==> config.mk <==
export PLATFORM = sky130hd
export DESIGN_NAME = multicycle_control_fsm_flat
export DESIGN_NICKNAME = d
export VERILOG_FILES = /design/src/rtl/multicycle_control_fsm_if.sv /design/src/rtl/multicycle_control_fsm.sv /design/src/flat_wrapper.sv
export SDC_FILE = /design/constraint.sdc
export NUM_CORES = 1
export LEC_CHECK = 0
export ABC_AREA = 1
export BUFFER_PORTS_ARGS = -buffer_cell sky130_fd_sc_hd__buf_4
export CORE_AREA = 2 2 39 41
export CTS_CLUSTER_SIZE = 40
export DETAILED_ROUTE_END_ITERATION = 12
export DIE_AREA = 0 0 41 43
export GPL_ROUTABILITY_DRIVEN = 1
export GPL_TIMING_DRIVEN = 0
export PLACE_DENSITY_LB_ADDON = 0.12
export SLEW_MARGIN = 10
export SYNTH_ARGS = -nofsm -noshare
export SYNTH_HDL_FRONTEND = slang
export SYNTH_SLANG_ARGS = --single-unit
==> constraint.sdc <==
create_clock -name clk -period 1.1 [get_ports clk]
set_input_delay 0.11 -clock clk [delete_from_list [all_inputs] [get_ports clk]]
set_output_delay 0.11 -clock clk [all_outputs]
set_load 0.01 [all_outputs]
==> src/rtl/multicycle_control_fsm_if.sv <==
// multicycle_control_fsm_if: control bundle between the multicycle MIPS controller and its datapath.
// Ports (master = controller view):
//   op, zero, mem_ready            -> controller inputs (opcode, ALU zero, memory handshake)
//   iord, irwrite, memwrite, regdst, memtoreg, regwrite, alusrca,
//   alusrcb, aluop, pcsrc, pcen, illegal_op, state -> controller outputs
interface multicycle_control_fsm_if #(
    parameter int OPW = 6,
    parameter int STW = 4
);
    logic [OPW-1:0] op;
    logic           zero;
    logic           mem_ready;
    logic           iord;
    logic           irwrite;
    logic           memwrite;
    logic           regdst;
    logic           memtoreg;
    logic           regwrite;
    logic           alusrca;
    logic [1:0]     alusrcb;
    logic [1:0]     aluop;
    logic [1:0]     pcsrc;
    logic           pcen;
    logic           illegal_op;
    logic [STW-1:0] state;

    modport master (
        input  op, zero, mem_ready,
        output iord, irwrite, memwrite, regdst, memtoreg, regwrite, alusrca,
               alusrcb, aluop, pcsrc, pcen, illegal_op, state
    );

    modport slave (
        output op, zero, mem_ready,
        input  iord, irwrite, memwrite, regdst, memtoreg, regwrite, alusrca,
               alusrcb, aluop, pcsrc, pcen, illegal_op, state
    );
endinterface

==> src/rtl/multicycle_control_fsm.sv <==
// multicycle_control_fsm: Moore control FSM sequencing fetch/decode/execute/memory/writeback for a multicycle MIPS.
// Ports: clk (rising edge), reset (async, active-high, forces FETCH),
//        bus (multicycle_control_fsm_if.master: op/zero/mem_ready in, datapath controls and debug state out).
// Optional: define MC_BNE_EN to decode bne (000101) into the BRANCH state with an inverted zero condition.
module multicycle_control_fsm #(
    parameter int OPW = 6,
    parameter int STW = 4
) (
    input logic                     clk,
    input logic                     reset,
    multicycle_control_fsm_if.master bus
);
    localparam logic [STW-1:0] S_FETCH  = STW'(0);
    localparam logic [STW-1:0] S_DECODE = STW'(1);
    localparam logic [STW-1:0] S_MEMADR = STW'(2);
    localparam logic [STW-1:0] S_MEMRD  = STW'(3);
    localparam logic [STW-1:0] S_MEMWB  = STW'(4);
    localparam logic [STW-1:0] S_MEMWR  = STW'(5);
    localparam logic [STW-1:0] S_EXEC   = STW'(6);
    localparam logic [STW-1:0] S_ALUWB  = STW'(7);
    localparam logic [STW-1:0] S_BRANCH = STW'(8);
    localparam logic [STW-1:0] S_ADDIEX = STW'(9);
    localparam logic [STW-1:0] S_ADDIWB = STW'(10);
    localparam logic [STW-1:0] S_JUMP   = STW'(11);

    localparam logic [OPW-1:0] OP_R    = OPW'(6'b000000);
    localparam logic [OPW-1:0] OP_J    = OPW'(6'b000010);
    localparam logic [OPW-1:0] OP_BEQ  = OPW'(6'b000100);
    localparam logic [OPW-1:0] OP_ADDI = OPW'(6'b001000);
    localparam logic [OPW-1:0] OP_LW   = OPW'(6'b100011);
    localparam logic [OPW-1:0] OP_SW   = OPW'(6'b101011);

    logic [STW-1:0] state_q, state_d;
    logic           illegal;
    logic           iord, irwrite, memwrite, regdst, memtoreg, regwrite, alusrca;
    logic [1:0]     alusrcb, aluop, pcsrc;
    logic           pcwrite, branch, branch_cond;

    always_ff @(posedge clk or posedge reset) begin
        if (reset) state_q <= S_FETCH;
        else       state_q <= state_d;
    end

    always_comb begin
        state_d = S_FETCH;
        illegal = 1'b0;
        case (state_q)
            S_FETCH:  state_d = bus.mem_ready ? S_DECODE : S_FETCH;
            S_DECODE: case (bus.op)
                OP_LW, OP_SW: state_d = S_MEMADR;
                OP_R:         state_d = S_EXEC;
                OP_BEQ:       state_d = S_BRANCH;
`ifdef MC_BNE_EN
                OPW'(6'b000101): state_d = S_BRANCH;
`endif
                OP_ADDI:      state_d = S_ADDIEX;
                OP_J:         state_d = S_JUMP;
                default:      illegal = 1'b1;
            endcase
            // A stray opcode here abandons the access rather than guessing a direction
            S_MEMADR: state_d = (bus.op == OP_LW) ? S_MEMRD : (bus.op == OP_SW) ? S_MEMWR : S_FETCH;
            S_MEMRD:  state_d = bus.mem_ready ? S_MEMWB : S_MEMRD;
            S_MEMWR:  state_d = bus.mem_ready ? S_FETCH : S_MEMWR;
            S_EXEC:   state_d = S_ALUWB;
            S_ADDIEX: state_d = S_ADDIWB;
            default:  state_d = S_FETCH;
        endcase
    end

    always_comb begin
        iord     = 1'b0;
        irwrite  = 1'b0;
        memwrite = 1'b0;
        regdst   = 1'b0;
        memtoreg = 1'b0;
        regwrite = 1'b0;
        alusrca  = 1'b0;
        alusrcb  = 2'b00;
        aluop    = 2'b00;
        pcsrc    = 2'b00;
        pcwrite  = 1'b0;
        branch   = 1'b0;
        case (state_q)
            S_FETCH:  begin alusrcb = 2'b01; irwrite = bus.mem_ready; pcwrite = bus.mem_ready; end
            S_DECODE: alusrcb = 2'b11;
            S_MEMADR, S_ADDIEX: begin alusrca = 1'b1; alusrcb = 2'b10; end
            S_MEMRD:  iord = 1'b1;
            S_MEMWB:  begin memtoreg = 1'b1; regwrite = 1'b1; end
            S_MEMWR:  begin iord = 1'b1; memwrite = 1'b1; end
            S_EXEC:   begin alusrca = 1'b1; aluop = 2'b10; end
            S_ALUWB:  begin regdst = 1'b1; regwrite = 1'b1; end
            S_BRANCH: begin alusrca = 1'b1; aluop = 2'b01; pcsrc = 2'b01; branch = 1'b1; end
            S_ADDIWB: regwrite = 1'b1;
            S_JUMP:   begin pcsrc = 2'b10; pcwrite = 1'b1; end
            default:  ;
        endcase
    end

`ifdef MC_BNE_EN
    // Remembers which branch flavour was decoded; only meaningful in BRANCH
    logic is_bne;
    always_ff @(posedge clk or posedge reset) begin
        if (reset)                     is_bne <= 1'b0;
        else if (state_q == S_DECODE)  is_bne <= (bus.op == OPW'(6'b000101));
    end
    assign branch_cond = is_bne ? ~bus.zero : bus.zero;
`else
    assign branch_cond = bus.zero;
`endif

    // Enables are masked during reset so mem_ready cannot leak a write through FETCH
    assign bus.iord       = iord;
    assign bus.irwrite    = irwrite & ~reset;
    assign bus.memwrite   = memwrite & ~reset;
    assign bus.regdst     = regdst;
    assign bus.memtoreg   = memtoreg;
    assign bus.regwrite   = regwrite & ~reset;
    assign bus.alusrca    = alusrca;
    assign bus.alusrcb    = alusrcb;
    assign bus.aluop      = aluop;
    assign bus.pcsrc      = pcsrc;
    assign bus.pcen       = (pcwrite | (branch & branch_cond)) & ~reset;
    assign bus.illegal_op = illegal & ~reset;
    assign bus.state      = state_q;
endmodule
==> src/flat_wrapper.sv <==
// flat-port wrapper written by rule: the top's interface ports become plain ports
module multicycle_control_fsm_flat 
#(
    parameter int OPW = 6,
    parameter int STW = 4
)
  (clk, reset, bus_op, bus_zero, bus_mem_ready, bus_iord, bus_irwrite, bus_memwrite, bus_regdst, bus_memtoreg, bus_regwrite, bus_alusrca, bus_alusrcb, bus_aluop, bus_pcsrc, bus_pcen, bus_illegal_op, bus_state);
  multicycle_control_fsm_if #(.OPW(OPW), .STW(STW)) bus_i ();
  input logic clk;
  input logic reset;
  input wire logic [$bits(bus_i.op)-1:0] bus_op;
  input wire logic [$bits(bus_i.zero)-1:0] bus_zero;
  input wire logic [$bits(bus_i.mem_ready)-1:0] bus_mem_ready;
  output wire logic [$bits(bus_i.iord)-1:0] bus_iord;
  output wire logic [$bits(bus_i.irwrite)-1:0] bus_irwrite;
  output wire logic [$bits(bus_i.memwrite)-1:0] bus_memwrite;
  output wire logic [$bits(bus_i.regdst)-1:0] bus_regdst;
  output wire logic [$bits(bus_i.memtoreg)-1:0] bus_memtoreg;
  output wire logic [$bits(bus_i.regwrite)-1:0] bus_regwrite;
  output wire logic [$bits(bus_i.alusrca)-1:0] bus_alusrca;
  output wire logic [$bits(bus_i.alusrcb)-1:0] bus_alusrcb;
  output wire logic [$bits(bus_i.aluop)-1:0] bus_aluop;
  output wire logic [$bits(bus_i.pcsrc)-1:0] bus_pcsrc;
  output wire logic [$bits(bus_i.pcen)-1:0] bus_pcen;
  output wire logic [$bits(bus_i.illegal_op)-1:0] bus_illegal_op;
  output wire logic [$bits(bus_i.state)-1:0] bus_state;
  assign bus_i.op = bus_op;
  assign bus_i.zero = bus_zero;
  assign bus_i.mem_ready = bus_mem_ready;
  assign bus_iord = bus_i.iord;
  assign bus_irwrite = bus_i.irwrite;
  assign bus_memwrite = bus_i.memwrite;
  assign bus_regdst = bus_i.regdst;
  assign bus_memtoreg = bus_i.memtoreg;
  assign bus_regwrite = bus_i.regwrite;
  assign bus_alusrca = bus_i.alusrca;
  assign bus_alusrcb = bus_i.alusrcb;
  assign bus_aluop = bus_i.aluop;
  assign bus_pcsrc = bus_i.pcsrc;
  assign bus_pcen = bus_i.pcen;
  assign bus_illegal_op = bus_i.illegal_op;
  assign bus_state = bus_i.state;
  multicycle_control_fsm #(.OPW(OPW), .STW(STW)) u_core (.clk(clk), .reset(reset), .bus(bus_i));
endmodule
; After elaboration in Yosys (flattened, before gate mapping)
; Index checks and enable logic that the tools add are counted.
[totals]
output_inout_bits = 19
inputBits = 10
word_cells = 54
reg_bits = 4
[classes]
n_mux = 21
reduce_logical = 8
bitwise_logic = 8
n_eq_ne = 16
[ops]
columns = op, n
row1 = $pmux 4 s7, 1
row2 = $pmux 4 s5, 1
row3 = $eq 4x3->1 const B, 4
row4 = $eq 4x4->1 const B, 4
row5 = $eq 6x6->1 const B, 2
row6 = $mux 1, 11
row7 = $mux 3, 3
row8 = $eq 4x2->1 const B, 2
row9 = $pmux 2 s2, 2
row10 = $and 1x1->1, 6
row11 = $eq 6x2->1 const B, 1
row12 = $eq 6x3->1 const B, 1
row13 = $eq 6x4->1 const B, 1
row14 = $logic_not 6->1, 1
row15 = $pmux 2 s3, 1
row16 = $reduce_or 2->1, 3
row17 = $reduce_or 6->1, 1
row18 = $eq 4x1->1 const B, 1
row19 = $logic_not 4->1, 1
row20 = $mux 4, 1
row21 = $reduce_or 4->1, 1
row22 = $reduce_or 3->1, 1
row23 = $pmux 1 s2, 1
row24 = $not 1->1, 1
row25 = $or 1x1->1, 1

; Longest topological paths before layout
; Gate-level depths: netlist of run 1.
[depth]
word_depth = 5
depth_mapped = 7

; Worst setup path before layout of run 1
; OpenSTA, ideal clock, no wires.
[synth_path]
path_kind = register to output
start = register u_core.state_q[1] (netlist: u_core.bus.state[1])
end = output bus_pcen
arrival_ns = 1.114
required_time_ns = 0.990
slack_ns = -0.124
path_stages_with_launch = 8
cell_sequence = dfrtp_1 > inv_2 > nand2_1 > nor2_1 > nand2_1 > nand3_1 > nand2_1 > inv_1
[synth_via]
elab_chain_cells = 5
word_cells_on_any_way = 8
[synth_rtl]
columns = item, line
row1 = from (decl), multicycle_control_fsm.sv:33  ; logic [STW-1:0] state_q, state_d;
row2 = from (signal assigned), multicycle_control_fsm.sv:41  ; else state_q <= state_d;
row3 = $eq 4x4->1, multicycle_control_fsm.sv:83  ; case (state_q)
row4 = $mux 1, multicycle_control_fsm.sv:83
row5 = $and 1x1->1, multicycle_control_fsm.sv:122  ; assign bus.pcen = (pcwrite | (branch & branch_cond)) & ~reset;
row6 = $or 1x1->1 *, multicycle_control_fsm.sv:122
row7 = $and 1x1->1 *, multicycle_control_fsm.sv:122
row8 = to (decl), flat_wrapper.sv:24  ; output wire logic [$bits(bus_i.pcen)-1:0] bus_pcen;
; Mark *: on every way between the ends. The rest lies on a longest branch, timed or not.

; Worst setup path in the final report of run 1
[layout_path]
start = register u_core.state_q[0] (netlist: u_core.bus.state[0])
end = output bus_illegal_op
[layout_via]
elab_chain_cells = 3
[layout_rtl]
columns = item, line
row1 = $eq 4x1->1, multicycle_control_fsm.sv:47  ; case (state_q)
row2 = $mux 1, multicycle_control_fsm.sv:47
row3 = $and 1x1->1, multicycle_control_fsm.sv:123  ; assign bus.illegal_op = illegal & ~reset;
row4 = to (decl), flat_wrapper.sv:25  ; output wire logic [$bits(bus_i.illegal_op)-1:0] bus_illegal_op;
; Every way passes these cells.

==> results of run 1 <==
-- cell usage after synthesis --
cell type   n  area (um2)
nor3_1      1        5.00
nand3_1    17        85.1
nor2_2      2        12.5
nand2_1    26        97.6
o21a_1      1        7.51
nand2_2     2        12.5
inv_2       2        7.51
nor2_1     25        93.8
inv_1      20        75.1
nor2_4      1        11.3
dfrtp_1     4         100
-- worst register-to-register path, delay by kind of cell, from the launching register on --
kind                   cells  cell delay, ps
AND/OR/NAND/NOR            5             460
buffers and inverters      2             300
flip-flops                 1             440
-- worst max path at each step --
stage / endpoint / depth (start not counted) / startpoint / slack [ps]
floorplan: bus_pcen / 7 / u_core.bus.state[2] / -10
global placement: bus_illegal_op / 6 / u_core.bus.state[1] / -120
detailed placement: bus_illegal_op / 6 / u_core.bus.state[2] / -160
CTS: bus_illegal_op / 7 / u_core.bus.state[0] / -300
global route: bus_illegal_op / 7 / u_core.bus.state[0] / -400
finish: bus_illegal_op / 7 / u_core.bus.state[0] / -330
-- timing repair --
| item | in CTS | in global routing |
|---|---|---|
| hold endpoints to repair | 4 | 0 |
| gates resized for setup | 28 | 31 |
| endpoints found under the setup margin | 17 | 20 |
| pin swaps | 9 | 13 |
| hold buffers | 1 | 0 |
| buffers inserted | 10 | 6 |
-- layout make-up --
cell class / count / area share, %
Clock buffer: 3 / 2.08
Inverter: 22 / 8.55
Multi-Input combinational cell: 75 / 42.3
Tap cell: 16 / 1.85
Timing Repair Buffer: 44 / 35.6
Sequential cell: 4 / 9.70
-- layer usage --
metal,GRT usage (%),vias up,share of wire [%]
met2,40.6,17,56
met4,8.00,0,1.6
li1,-,397,-
met5,0,-,0
met3,1.57,4,2.6
met1,28.3,369,40
-- kinds of logic after synthesis --
logic type,after synthesis
and+or+nand+nor,74
buffers and inverters,22
DFF,4
AOI/OAI and AO/OA,1
-- power groups by stage --
stage	combinational, W	sequential (W)	clock [W]
floorplan	0.000121	0.000177	0
global placement	0.000225	0.000175	0
detailed placement	0.000229	0.000175	0
CTS	0.000323	0.000173	0.000181
global route	0.000394	0.000182	0.000201
finish	0.000368	0.000181	0.000176
-- per-stage QoR --
stage	power, W	cell area (um2)	TNS [ps]	hold WS (ps)
after detailed placement	0.000404	758	-605	61.8
after floorplan	0.000299	528	-11.4	-107
after global placement	0.000399	758	-489	60.8
after CTS	0.000677	948	-3450	273
final	0.000726	1080	-3820	308
after global routing	0.000776	1080	-4980	343
==> metrics.csv, run 1 <==
metric,value,unit
fin. max-slew vios,0,
Reg-to-Reg End,u_core.bus.state[0],
critical-path cell list,"inv_4, nor2_4, nand2_4, nor2_4, nand3_2, nor2_2, buf_4",
Inserted Diodes,0,
syn nets,111,
initial antenna violation count,0,
Fin Clk Skew,2.82,ps
DR vias/cell,4.80,
core area,1380,um2
drt pass-1 iters,4,
CTS tree,done,
CP Class,register to primary output,
critical path capture point type,primary output,
Hold EP,u_core.bus.state[2],
max_slew headroom,82.6,%
Synth Area in Adders,0,%
Worst-path clk slew,40,ps
die area,1760,um2
Yosys cell types,11,
Die W,41,um
Final setup viols,20,
vias in the first global route,744,
r2r setup slk,-160,ps
run status,"finished, violations left",
Startpoint Class,register,
Flop pwr share,25.0,%
Synth Area per Inst,5.03,um2
CP arrival,1320,ps
grt ovf,0,
xor/xnor share of the synthesized area,0,%
row count,14,
power density cells,670,nW/um2
minimum clock period after layout,1430,ps
Peak Freq,699,MHz
fillers,104,
die height,43,um
drt wl/cell,12.4,um
RSZ-0062 raised after global routing,yes,
Finished Layout Cells,164,
Top delay family on crit path,simple AND/OR/NAND/NOR gates,
max FFs per register,4,
MaxCap Viol Count,0,
yosys warns,0,
GRT Overall Usage,23.4,%
leakage power,0.629,nW
required time of the critical path,990,ps
post-synthesis mux area share,0,%
hold depth,5,
proportion of layout cells with a drive suffix above 1,60.1,%
worst path bufs/invs,2,
clock tree sinks,4,
slowest CP cell,dfrtp_2,
failing checks,negative setup slack,
number of H-tree levels,1,
sequential cell area,105,um2
placed cell count,145,
min-delay src,bus_mem_ready,
worst min path class,input port to register,
Comb power frac,50.8,%
final wirelength,2.03,mm
CP max stage delay,450,ps
final hold violations,0,
main combinational cell family by area after synthesis,simple AND/OR/NAND/NOR gates,
internal cell power,0.000463,W
Initial Util,36.7,%
pin count of the biggest net entering global routing,6,
CP max FO,5,
final worst-path cycle share,130,%
Nets,160,
CTS Buffer Depth,2,
clock power share,24.2,%
Mapped Cells,101,
post-synthesis simple-gate area fraction,62.6,%
Most common cell on crit path,nor2_4,
Reg-to-Reg Start,u_core.bus.state[3],
antenna-violating nets left,0,
"commonest cells after routing, fill and taps aside","buf_4, nor2_1, nand2_1",
final core utilization,78.3,%
R2R cell count,7,
switching power,0.000263,W
io pins,29,
GPL Wtd Cong,0.704,
Peak VDD IR,0.643,mV
"Seq/Total Area, Yosys",19.7,%
CTS Buf Count,3,
drc violations,0,
DP HPWL,1.19,mm
global-route wire length before repair,2.91,mm
setup slack at placement,-160,ps
Yosys reg bits,4,
"leading cell type in the layout, fill and taps excluded",buf_4,
Compound-Gate Fraction of Synth Area,1.48,%
Skew-Pair Late Insertion Delay,230,ps
initial DRC count,14,
port bufs,28,
slew of the pin with the lowest slew margin,259,ps
total number of vias,787,
area grow syn2layout,113,%
setup slack after layout,-330,ps
Clk Tree Root Cell,clkbuf_4,
Syn Std Cell Area,508,um2
area of the multi-input gates,458,um2
switching share of power,36.2,%
Note: power is estimated with default switching activity, not from simulation.
==> run 2: changes to the inputs <==
--- a/config.mk
+++ b/config.mk
@@ -8,6 +8,7 @@
 export ABC_AREA = 1
 export BUFFER_PORTS_ARGS = -buffer_cell sky130_fd_sc_hd__buf_4
 export CORE_AREA = 2 2 39 41
+export CTS_BUF_LIST = sky130_fd_sc_hd__clkbuf_8 sky130_fd_sc_hd__clkbuf_16
 export CTS_CLUSTER_SIZE = 40
 export DETAILED_ROUTE_END_ITERATION = 12
 export DIE_AREA = 0 0 41 43
==> metrics.csv, run 2 (same netlist as run 1, synthesis figures left out) <==
metric,value,unit
run status,"finished, violations left",
failing checks,negative setup slack,
die area,1760,um2
area grow syn2layout,124,%
pin count of the biggest net entering global routing,6,
port bufs,28,
critical path capture point type,primary output,
initial DRC count,9,
power density cells,777,nW/um2
max_slew headroom,82.7,%
final worst-path cycle share,131,%
final wirelength,2.18,mm
Nets,161,
CTS Buffer Depth,2,
clock tree sinks,4,
Peak VDD IR,0.890,mV
CP max FO,5,
antenna-violating nets left,0,
required time of the critical path,990,ps
slowest CP cell,dfrtp_2,
Clk Tree Root Cell,clkbuf_8,
initial antenna violation count,0,
slew of the pin with the lowest slew margin,259,ps
CTS Buf Count,3,
GRT Overall Usage,24.8,%
global-route wire length before repair,3.02,mm
max FFs per register,4,
setup slack after layout,-345,ps
"leading cell type in the layout, fill and taps excluded",buf_4,
RSZ-0062 raised after global routing,yes,
fin. max-slew vios,0,
grt ovf,0,
vias in the first global route,797,
final hold violations,0,
Fin Clk Skew,6.04,ps
critical-path cell list,"inv_2, nor2_2, nand2_2, inv_1, nor2_1, nand3_2, buf_4",
total number of vias,813,
number of H-tree levels,1,
core area,1380,um2
worst min path class,input port to register,
drt wl/cell,13.2,um
DR vias/cell,4.93,
die height,43,um
minimum clock period after layout,1450,ps
CTS tree,done,
Initial Util,36.7,%
GPL Wtd Cong,0.704,
"commonest cells after routing, fill and taps aside","buf_4, nor2_1, buf_6",
Worst-path clk slew,30,ps
Skew-Pair Late Insertion Delay,220,ps
setup slack at placement,-160,ps
CP max stage delay,450,ps
setup tns final,-4160,ps
Startpoint Class,register,
leakage power,0.704,nW
Die W,41,um
CP Class,register to primary output,
drt pass-1 iters,4,
drc violations,0,
Inserted Diodes,0,
MaxCap Viol Count,0,
row count,14,
CP arrival,1340,ps
Peak Freq,692,MHz
Final setup viols,19,
proportion of layout cells with a drive suffix above 1,64.4,%
io pins,29,
DP HPWL,1.19,mm
-- run 2: cell count changes in the layout (fill, tap and decap cells not counted), moves of 2 or more --
cell / before / now
nand3_2: 4 / 6
inv_2: 6 / 9
buf_6: 14 / 16
inv_1: 12 / 10
clkbuf_4: 3 / 0
nor2_4: 7 / 4
nor2_2: 4 / 7
nand3_1: 13 / 10
clkbuf_8: 0 / 3
-- run 2: layout make-up --
type                       count  area, um2
multi-input combinational     75        479
tap                           16       20.0
inverter                      22       90.1
clock buffer                   3       41.3
sequential                     4        105
fill                          96        248
timing repair buffer          45        400
-- run 2: worst paths after layout --
path | from | to | slack, ps | cells past startpoint
max in group asynchronous | reset | u_core.bus.state[3] | 480 | 3
worst max-delay path | u_core.bus.state[1] | bus_alusrca | -350 | 7
worst max register to register | u_core.bus.state[0] | u_core.bus.state[2] | -180 | 8
worst min-delay path | bus_op[2] | u_core.bus.state[2] | 340 | 6
worst min register to register | u_core.bus.state[0] | u_core.bus.state[0] | 850 | 5
min in group asynchronous | reset | u_core.bus.state[0] | 430 | 3
-- run 2: critical path: cells and delay by family, from the launching register on --
| family | cells | cell delay, ps |
|---|---|---|
| buffers and inverters | 3 | 300 |
| DFF | 1 | 450 |
| and+or+nand+nor | 4 | 350 |
-- run 2: per-layer routing --
layer | track usage, % | part of all wire (%) | wire, um | up-vias
met4 | 16.0 | 5.6 | 123 | 0
met1 | 25.1 | 34 | 744 | 367
li1 | - | - | - | 401
met2 | 44.4 | 56 | 1220 | 33
met3 | 1.57 | 4.3 | 93 | 12
met5 | 0 | 0 | 0 | -
-- run 2: power by group --
| part | internal (W) | leakage [nW] | total, W | switching [W] |
|---|---|---|---|---|
| Sequential | 0.000158 | 0.0480 | 0.000178 | 0.0000194 |
| Clock | 0.000234 | 0.0216 | 0.000315 | 0.0000811 |
| Combinational | 0.000191 | 0.635 | 0.000390 | 0.000199 |
| Total | 0.000583 | 0.704 | 0.000883 | 0.000299 |
-- run 2: through the flow --
stage	instance area [um2]	total power, W	hold slack (ps)	cells	utilization (%)
finish	1140	0.000883	340	165	82.1
global route	1140	0.000930	371	165	82.1
CTS	966	0.000818	287	160	69.8
detailed placement	758	0.000404	61.8	145	54.8
global placement	758	0.000399	60.8	145	54.8
floorplan	528	0.000299	-107	101	-
-- run 2: repair_timing --
item,4_1_cts,5_1_grt
setup buffers,11,6
hold endpoints to repair,4,0
hold buffers,1,0
pin swaps,8,15
endpoints found under the setup margin,17,19
gates cloned,0,0
resized for setup,27,39
